File: src/rtl/alu_cmd_sequencer_if.sv
// ============================================================================
// Module   : alu_cmd_sequencer_if
// Purpose  : Command, ALU-drive and result handshake bundle for alu_cmd_sequencer
// Revision : 1.0
// ============================================================================
`default_nettype none

interface alu_cmd_sequencer_if;
  logic       cmd_valid;
  logic       cmd_ready;
  logic [2:0] cmd_op;
  logic [3:0] cmd_a;
  logic [3:0] cmd_b;
  logic [2:0] alu_option;
  logic [3:0] alu_in1;
  logic [3:0] alu_in2;
  logic [3:0] alu_out;
  logic       alu_cout;
  logic       res_valid;
  logic       res_ready;
  logic [3:0] res_data;
  logic       res_cout;
  logic       res_zero;
  logic       busy;
  logic [7:0] ops_done;

  // Sequencer side
  modport slave (
    input  cmd_valid, cmd_op, cmd_a, cmd_b, alu_out, alu_cout, res_ready,
    output cmd_ready, alu_option, alu_in1, alu_in2,
           res_valid, res_data, res_cout, res_zero, busy, ops_done
  );

  // Producer / ALU / consumer side
  modport master (
    output cmd_valid, cmd_op, cmd_a, cmd_b, alu_out, alu_cout, res_ready,
    input  cmd_ready, alu_option, alu_in1, alu_in2,
           res_valid, res_data, res_cout, res_zero, busy, ops_done
  );
endinterface

`default_nettype wire

File: src/rtl/alu_cmd_sequencer.sv
// ============================================================================
// Module   : alu_cmd_sequencer
// Purpose  : FIFO-buffered command front-end that drives a combinational ALU,
//            waits a settle time and registers the result behind valid/ready.
// Revision : 1.0
// ============================================================================
`default_nettype none

module alu_cmd_sequencer #(
  parameter int SETTLE_CYCLES = 1,
  parameter int DEPTH         = 2
) (
  input  logic                 clk,
  input  logic                 rst_n,
  alu_cmd_sequencer_if.slave   bus
);

  localparam int         c_AW          = (DEPTH > 1) ? $clog2(DEPTH) : 1;
  localparam int         c_CW          = 11;
  localparam logic [3:0] c_SETTLE_LOAD = 4'(SETTLE_CYCLES);

  typedef enum logic [1:0] {
    S_IDLE   = 2'd0,
    S_SETTLE = 2'd1,
    S_RESULT = 2'd2
  } state_t;

  state_t           r_state;
  logic [c_CW-1:0]  r_mem [DEPTH];
  logic [c_AW:0]    r_wptr;
  logic [c_AW:0]    r_rptr;
  logic [3:0]       r_cnt;
  logic [2:0]       r_alu_option;
  logic [3:0]       r_alu_in1;
  logic [3:0]       r_alu_in2;
  logic             r_res_valid;
  logic [3:0]       r_res_data;
  logic             r_res_cout;
  logic             r_res_zero;
  logic [7:0]       r_ops_done;

  logic             w_empty;
  logic             w_full;
  logic             w_push;
  logic             w_pop;
  logic [c_CW-1:0]  w_head;

  // Extra pointer MSB distinguishes full from empty when the indices match
  assign w_empty = (r_wptr == r_rptr);
  assign w_full  = (r_wptr[c_AW] != r_rptr[c_AW]) &&
                   (r_wptr[c_AW-1:0] == r_rptr[c_AW-1:0]);
  assign w_push  = bus.cmd_valid && !w_full;
  assign w_pop   = !w_empty &&
                   ((r_state == S_IDLE) ||
                    ((r_state == S_RESULT) && bus.res_ready));
  assign w_head  = r_mem[r_rptr[c_AW-1:0]];

  always_ff @(posedge clk) begin
    if (w_push) begin
      r_mem[r_wptr[c_AW-1:0]] <= {bus.cmd_op, bus.cmd_a, bus.cmd_b};
    end
  end

  always_ff @(posedge clk or negedge rst_n) begin
    if (!rst_n) begin
      r_wptr <= '0;
      r_rptr <= '0;
    end else begin
      if (w_push) begin
        r_wptr <= r_wptr + 1'b1;
      end
      if (w_pop) begin
        r_rptr <= r_rptr + 1'b1;
      end
    end
  end

  always_ff @(posedge clk or negedge rst_n) begin
    if (!rst_n) begin
      r_state      <= S_IDLE;
      r_cnt        <= 4'd0;
      r_alu_option <= 3'd0;
      r_alu_in1    <= 4'd0;
      r_alu_in2    <= 4'd0;
      r_res_valid  <= 1'b0;
      r_res_data   <= 4'd0;
      r_res_cout   <= 1'b0;
      r_res_zero   <= 1'b0;
      r_ops_done   <= 8'd0;
    end else begin
      case (r_state)
        S_IDLE: begin
          if (w_pop) begin
            {r_alu_option, r_alu_in1, r_alu_in2} <= w_head;
            r_cnt   <= c_SETTLE_LOAD;
            r_state <= S_SETTLE;
          end
        end
        S_SETTLE: begin
          r_cnt <= r_cnt - 4'd1;
          if (r_cnt == 4'd1) begin
            r_res_data  <= bus.alu_out;
            r_res_cout  <= bus.alu_cout;
            r_res_zero  <= (bus.alu_out == 4'h0);
            r_res_valid <= 1'b1;
            r_state     <= S_RESULT;
          end
        end
        S_RESULT: begin
          if (bus.res_ready) begin
            r_res_valid <= 1'b0;
            r_ops_done  <= r_ops_done + 8'd1;
            // Next command starts on the handshake edge to keep throughput
            if (w_pop) begin
              {r_alu_option, r_alu_in1, r_alu_in2} <= w_head;
              r_cnt   <= c_SETTLE_LOAD;
              r_state <= S_SETTLE;
            end else begin
              r_state <= S_IDLE;
            end
          end
        end
        default: begin
          r_state <= S_IDLE;
        end
      endcase
    end
  end

  assign bus.cmd_ready  = !w_full;
  assign bus.alu_option = r_alu_option;
  assign bus.alu_in1    = r_alu_in1;
  assign bus.alu_in2    = r_alu_in2;
  assign bus.res_valid  = r_res_valid;
  assign bus.res_data   = r_res_data;
  assign bus.res_cout   = r_res_cout;
  assign bus.res_zero   = r_res_zero;
  assign bus.busy       = (r_state != S_IDLE) || !w_empty;
  assign bus.ops_done   = r_ops_done;

endmodule

`default_nettype wire

File: src/flat_wrapper.sv
// flat-port wrapper written by rule: the top's interface ports become plain ports
module alu_cmd_sequencer_flat 
#(
  parameter int SETTLE_CYCLES = 1,
  parameter int DEPTH         = 2
)
  (clk, rst_n, bus_cmd_valid, bus_cmd_op, bus_cmd_a, bus_cmd_b, bus_alu_out, bus_alu_cout, bus_res_ready, bus_cmd_ready, bus_alu_option, bus_alu_in1, bus_alu_in2, bus_res_valid, bus_res_data, bus_res_cout, bus_res_zero, bus_busy, bus_ops_done);
  alu_cmd_sequencer_if bus_i ();
  input  logic clk;
  input  logic rst_n;
  input wire logic [$bits(bus_i.cmd_valid)-1:0] bus_cmd_valid;
  input wire logic [$bits(bus_i.cmd_op)-1:0] bus_cmd_op;
  input wire logic [$bits(bus_i.cmd_a)-1:0] bus_cmd_a;
  input wire logic [$bits(bus_i.cmd_b)-1:0] bus_cmd_b;
  input wire logic [$bits(bus_i.alu_out)-1:0] bus_alu_out;
  input wire logic [$bits(bus_i.alu_cout)-1:0] bus_alu_cout;
  input wire logic [$bits(bus_i.res_ready)-1:0] bus_res_ready;
  output wire logic [$bits(bus_i.cmd_ready)-1:0] bus_cmd_ready;
  output wire logic [$bits(bus_i.alu_option)-1:0] bus_alu_option;
  output wire logic [$bits(bus_i.alu_in1)-1:0] bus_alu_in1;
  output wire logic [$bits(bus_i.alu_in2)-1:0] bus_alu_in2;
  output wire logic [$bits(bus_i.res_valid)-1:0] bus_res_valid;
  output wire logic [$bits(bus_i.res_data)-1:0] bus_res_data;
  output wire logic [$bits(bus_i.res_cout)-1:0] bus_res_cout;
  output wire logic [$bits(bus_i.res_zero)-1:0] bus_res_zero;
  output wire logic [$bits(bus_i.busy)-1:0] bus_busy;
  output wire logic [$bits(bus_i.ops_done)-1:0] bus_ops_done;
  assign bus_i.cmd_valid = bus_cmd_valid;
  assign bus_i.cmd_op = bus_cmd_op;
  assign bus_i.cmd_a = bus_cmd_a;
  assign bus_i.cmd_b = bus_cmd_b;
  assign bus_i.alu_out = bus_alu_out;
  assign bus_i.alu_cout = bus_alu_cout;
  assign bus_i.res_ready = bus_res_ready;
  assign bus_cmd_ready = bus_i.cmd_ready;
  assign bus_alu_option = bus_i.alu_option;
  assign bus_alu_in1 = bus_i.alu_in1;
  assign bus_alu_in2 = bus_i.alu_in2;
  assign bus_res_valid = bus_i.res_valid;
  assign bus_res_data = bus_i.res_data;
  assign bus_res_cout = bus_i.res_cout;
  assign bus_res_zero = bus_i.res_zero;
  assign bus_busy = bus_i.busy;
  assign bus_ops_done = bus_i.ops_done;
  alu_cmd_sequencer #(.SETTLE_CYCLES(SETTLE_CYCLES), .DEPTH(DEPTH)) u_core (.clk(clk), .rst_n(rst_n), .bus(bus_i));
endmodule
File: config.mk
export PLATFORM = sky130hd
export DESIGN_NAME = alu_cmd_sequencer_flat
export DESIGN_NICKNAME = d
export VERILOG_FILES = /design/src/rtl/alu_cmd_sequencer_if.sv /design/src/rtl/alu_cmd_sequencer.sv /design/src/flat_wrapper.sv
export SDC_FILE = /design/constraint.sdc
export NUM_CORES = 1
export LEC_CHECK = 0
export BUFFER_PORTS_ARGS = -buffer_cell sky130_fd_sc_hd__buf_2
export CAP_MARGIN = 20
export CORE_UTILIZATION = 35
export DETAILED_ROUTE_END_ITERATION = 8
export PLACE_DENSITY = 0.66
export SLEW_MARGIN = 20
export SYNTH_ARGS = -nofsm -noshare
export SYNTH_HDL_FRONTEND = slang
export SYNTH_SLANG_ARGS = --single-unit
File: constraint.sdc
create_clock -name clk -period 2.1 [get_ports clk]
set_input_delay 0.42 -clock clk [delete_from_list [all_inputs] [get_ports clk]]
set_output_delay 0.42 -clock clk [all_outputs]
set_load 0.01 [all_outputs]
==> metrics.cfg <==
[route]
drt_iter0_markers=31
drc=0
ant_nets=0
vias=1470
avgViaCountPerCell=4.52
wl_per_cell_um=13.3
dr.pass1.iters=6
routed_wirelength_mm=4.34

[die]
rows=30
ios=48
die_width_um=86.1
die_area_mm2=0.00741
dieHeight_um=86.1
core-area_mm2=0.00679
start_util_pct=36.4

[final_layout]
drive_gt1_share_pct=46.7
fin_nets=247
fill_cells=612
antennaDiodeCount=0
area_growth_pct=23.8

[logic_synthesis]
synth_xor_area_share_pct=6.37
synth.area.top_cells=dfrtp_1 36%, edfxtp_1 27%, mux2_2 9.6%, mux2_4 4.9%, xor2_1 2.5%
synth_area_per_cell_um2=15.2
yosysWarnings=0
async_flop_share_pct=62.1
netlist_instances=163
synth-edff-count=22
synthMuxAreaShare_pct=14.4
synthAdderAreaFrac_pct=1.52
synth_seq_cells=58
yosysTopAreaCellShare_pct=36.4
seq_area_frac_synth_pct=63.1
synth_ff_type=dfrtp_1
synth_top_family_by_area=multiplexers
synth_compound_gate_area_share_pct=4.95
synth_top_cell_by_area=dfrtp_1
synth.distinct_cells=37
synthSimpleGateAreaFrac_pct=6.83
syn_area_mm2=0.00247
syn_nets=186

[clock_network]
ctsHoldBuffers=0
cts-root-buf=clkbuf_8
clk_path_buf_depth=2
clock_latency_ns=0.34
cts_tree=done
numCtsBuffers=9
cts_sinks=58
cts.htree.levels=3
clkTransAtPathRegs_ns=0.07

[hold_path]
worstHoldPathType=in -> async

[sta]
relSlewSlack_pct=68.7
max_freq_mhz=495
min_period_ns=2.02
finClkSkew_ns=0.00906
finalHoldViolCount=0
slew_viol_final=0
rsz0062_at_grt=no
setup_tns_ns=0
layout_setup_ws_ns=0.0787
setup_viol_count_final=0
tightestPinTransition_ns=0.470
fin_crit_sh_pct=96.3

[setup_path]
endpoint_kind=output port
critical_path_class=reg -> out
worstSetupStartpointType=flop
r2r_slack_ns=0.39
cp.required_ns=1.68
critPathMaxFanout=5
arrival_ns=1.60

[global_routing]
grt_use_total_pct=13.3
grt_use_met3_pct=5.29
grt_max_degree=37
antenna_found_initial=0
overflow=0
grt_pass1_wl_mm=7.29
grt_use_met2_pct=21.2
grt.busiest_layer=met2
grt_util_met1_pct=15.9
grt_pass1_vias=1503

[placed_design]
routabilityCongestion=0.718
dpl.hpwl_mm=3.01
pre_cts_ws_ns=0.253
io_buffers=47

[pwr]
ir_drop_uv=812
p_total_mw=5.02
powerDensity_mw_per_mm2=1640
leakage_nw=1.35

[flow_run]
maxCapViolCount=0

[run_status]
status=finished, final reports clean

## timing repair
action	4_1_cts	5_1_grt
endpoints found under the setup margin	1	1
buffers inserted	1	1
hold endpoints to repair	0	0
gates resized for setup	2	1
pin swaps	1	2
## Yosys cell counts (2+ instances only)
cell type and instances:
inv_1 7, ha_1 3, nor4_1 2, dfrtp_1 36
nand2b_1 6, nand2_1 6, nor2_1 2, mux2_4 8
xor2_1 7, o21ai_0 3, buf_2 2, nand3b_1 2
buf_4 2, nand3_1 3, o211ai_1 2, xnor2_1 6
nor2b_1 2, nor3_1 2, a21oi_1 3, edfxtp_1 22
mux2_2 21
## metrics by stage
step / area (um^2) / instances / util [%] / hold WS [ns]
finish: 3060 / 325 / 45.1 / 0.114
global route: 3060 / 325 / 45.1 / 0.159
CTS: 3050 / 324 / 44.9 / 0.131
detailed placement: 2840 / 307 / 41.8 / 0.462
global placement: 2840 / 307 / 41.8 / 0.452
floorplan: 2470 / 163 / - / 0.124
## cells by family (layout without fill, tap and decap cells)
| logic type | count (synthesis) | in the layout |
|---|---|---|
| XOR/XNOR | 15 | 15 |
| AND/OR/NAND/NOR | 30 | 30 |
| multiplexers | 29 | 29 |
| flip-flops | 58 | 58 |
| AO/OA/AOI/OAI | 15 | 15 |
| buffers and inverters | 13 | 79 |
| adder cells (fa/ha/maj) | 3 | 3 |
## registers in the layout (all words and copies together), names as in the netlist, 3 cells and up
signal	count
u_core.bus.alu_in2	4
u_core.r_mem	22
u_core.bus.res_data	4
u_core.r_cnt	4
u_core.bus.alu_option	3
u_core.bus.alu_in1	4
u_core.bus.ops_done	8
## power breakdown
group / switching, mW / internal, mW
combinational: 0.937 / 1.14
clock: 0.457 / 0.544
sequential: 0.307 / 1.64
total: 1.70 / 3.32
## placed cells by master, fill, tap and decap left out, types with 6 or more instances in the layout
master / n
clkbuf_8: 9
dfrtp_1: 35
buf_2: 47
nand2b_1: 6
buf_4: 9
xnor2_1: 6
edfxtp_1: 22
mux2_2: 21
xor2_1: 7
inv_1: 7
mux2_4: 8
nand2_1: 6
## critical path: stages, from the launching register on
cell and delay [ns]:
dfrtp_2 0.47, xnor2_4 0.26, nand3b_1 0.16, or2_4 0.24, buf_2 0.13
## routing by layer
layer,wire [um],up-vias,share of wire (%)
li1,-,704,-
met1,1930,711,45
met2,2090,41,48
met3,215,14,5.0
met4,95,0,2.2
met5,0,-,0
## cell type report
| cell class | count | area (um^2) | area share, % |
|---|---|---|---|
| Tap cell | 96 | 120 | 3.92 |
| Clock inverter | 7 | 70.1 | 2.29 |
| Multi-Input combinational cell | 92 | 857 | 28.0 |
| Inverter | 7 | 26.3 | 0.858 |
| Timing Repair Buffer | 56 | 303 | 9.89 |
| Clock buffer | 9 | 124 | 4.04 |
| Sequential cell | 58 | 1560 | 51.0 |
## path summary, 6_finish.rpt
kind | from | to | depth (start not counted)
setup / recovery | u_core.r_wptr[0]$_DFFE_PN0P_ | bus_busy | 4
hold / removal | rst_n | u_core.bus.alu_in2[3]$_DFFE_PN0P_ | 2
max in group asynchronous | rst_n | u_core.r_wptr[0]$_DFFE_PN0P_ | 2
setup reg to reg | u_core.r_rptr[1]$_DFFE_PN0P_ | u_core.bus.alu_option[2]$_DFFE_PN0P_ | 5
min in group clk | bus_cmd_b[1] | u_core.r_mem[0][1]$_DFFE_PP_ | 1
hold reg to reg | u_core.bus.ops_done[7]$_DFFE_PN0P_ | u_core.bus.ops_done[7]$_DFFE_PN0P_ | 1
Note: power is estimated with default switching activity, not from simulation.
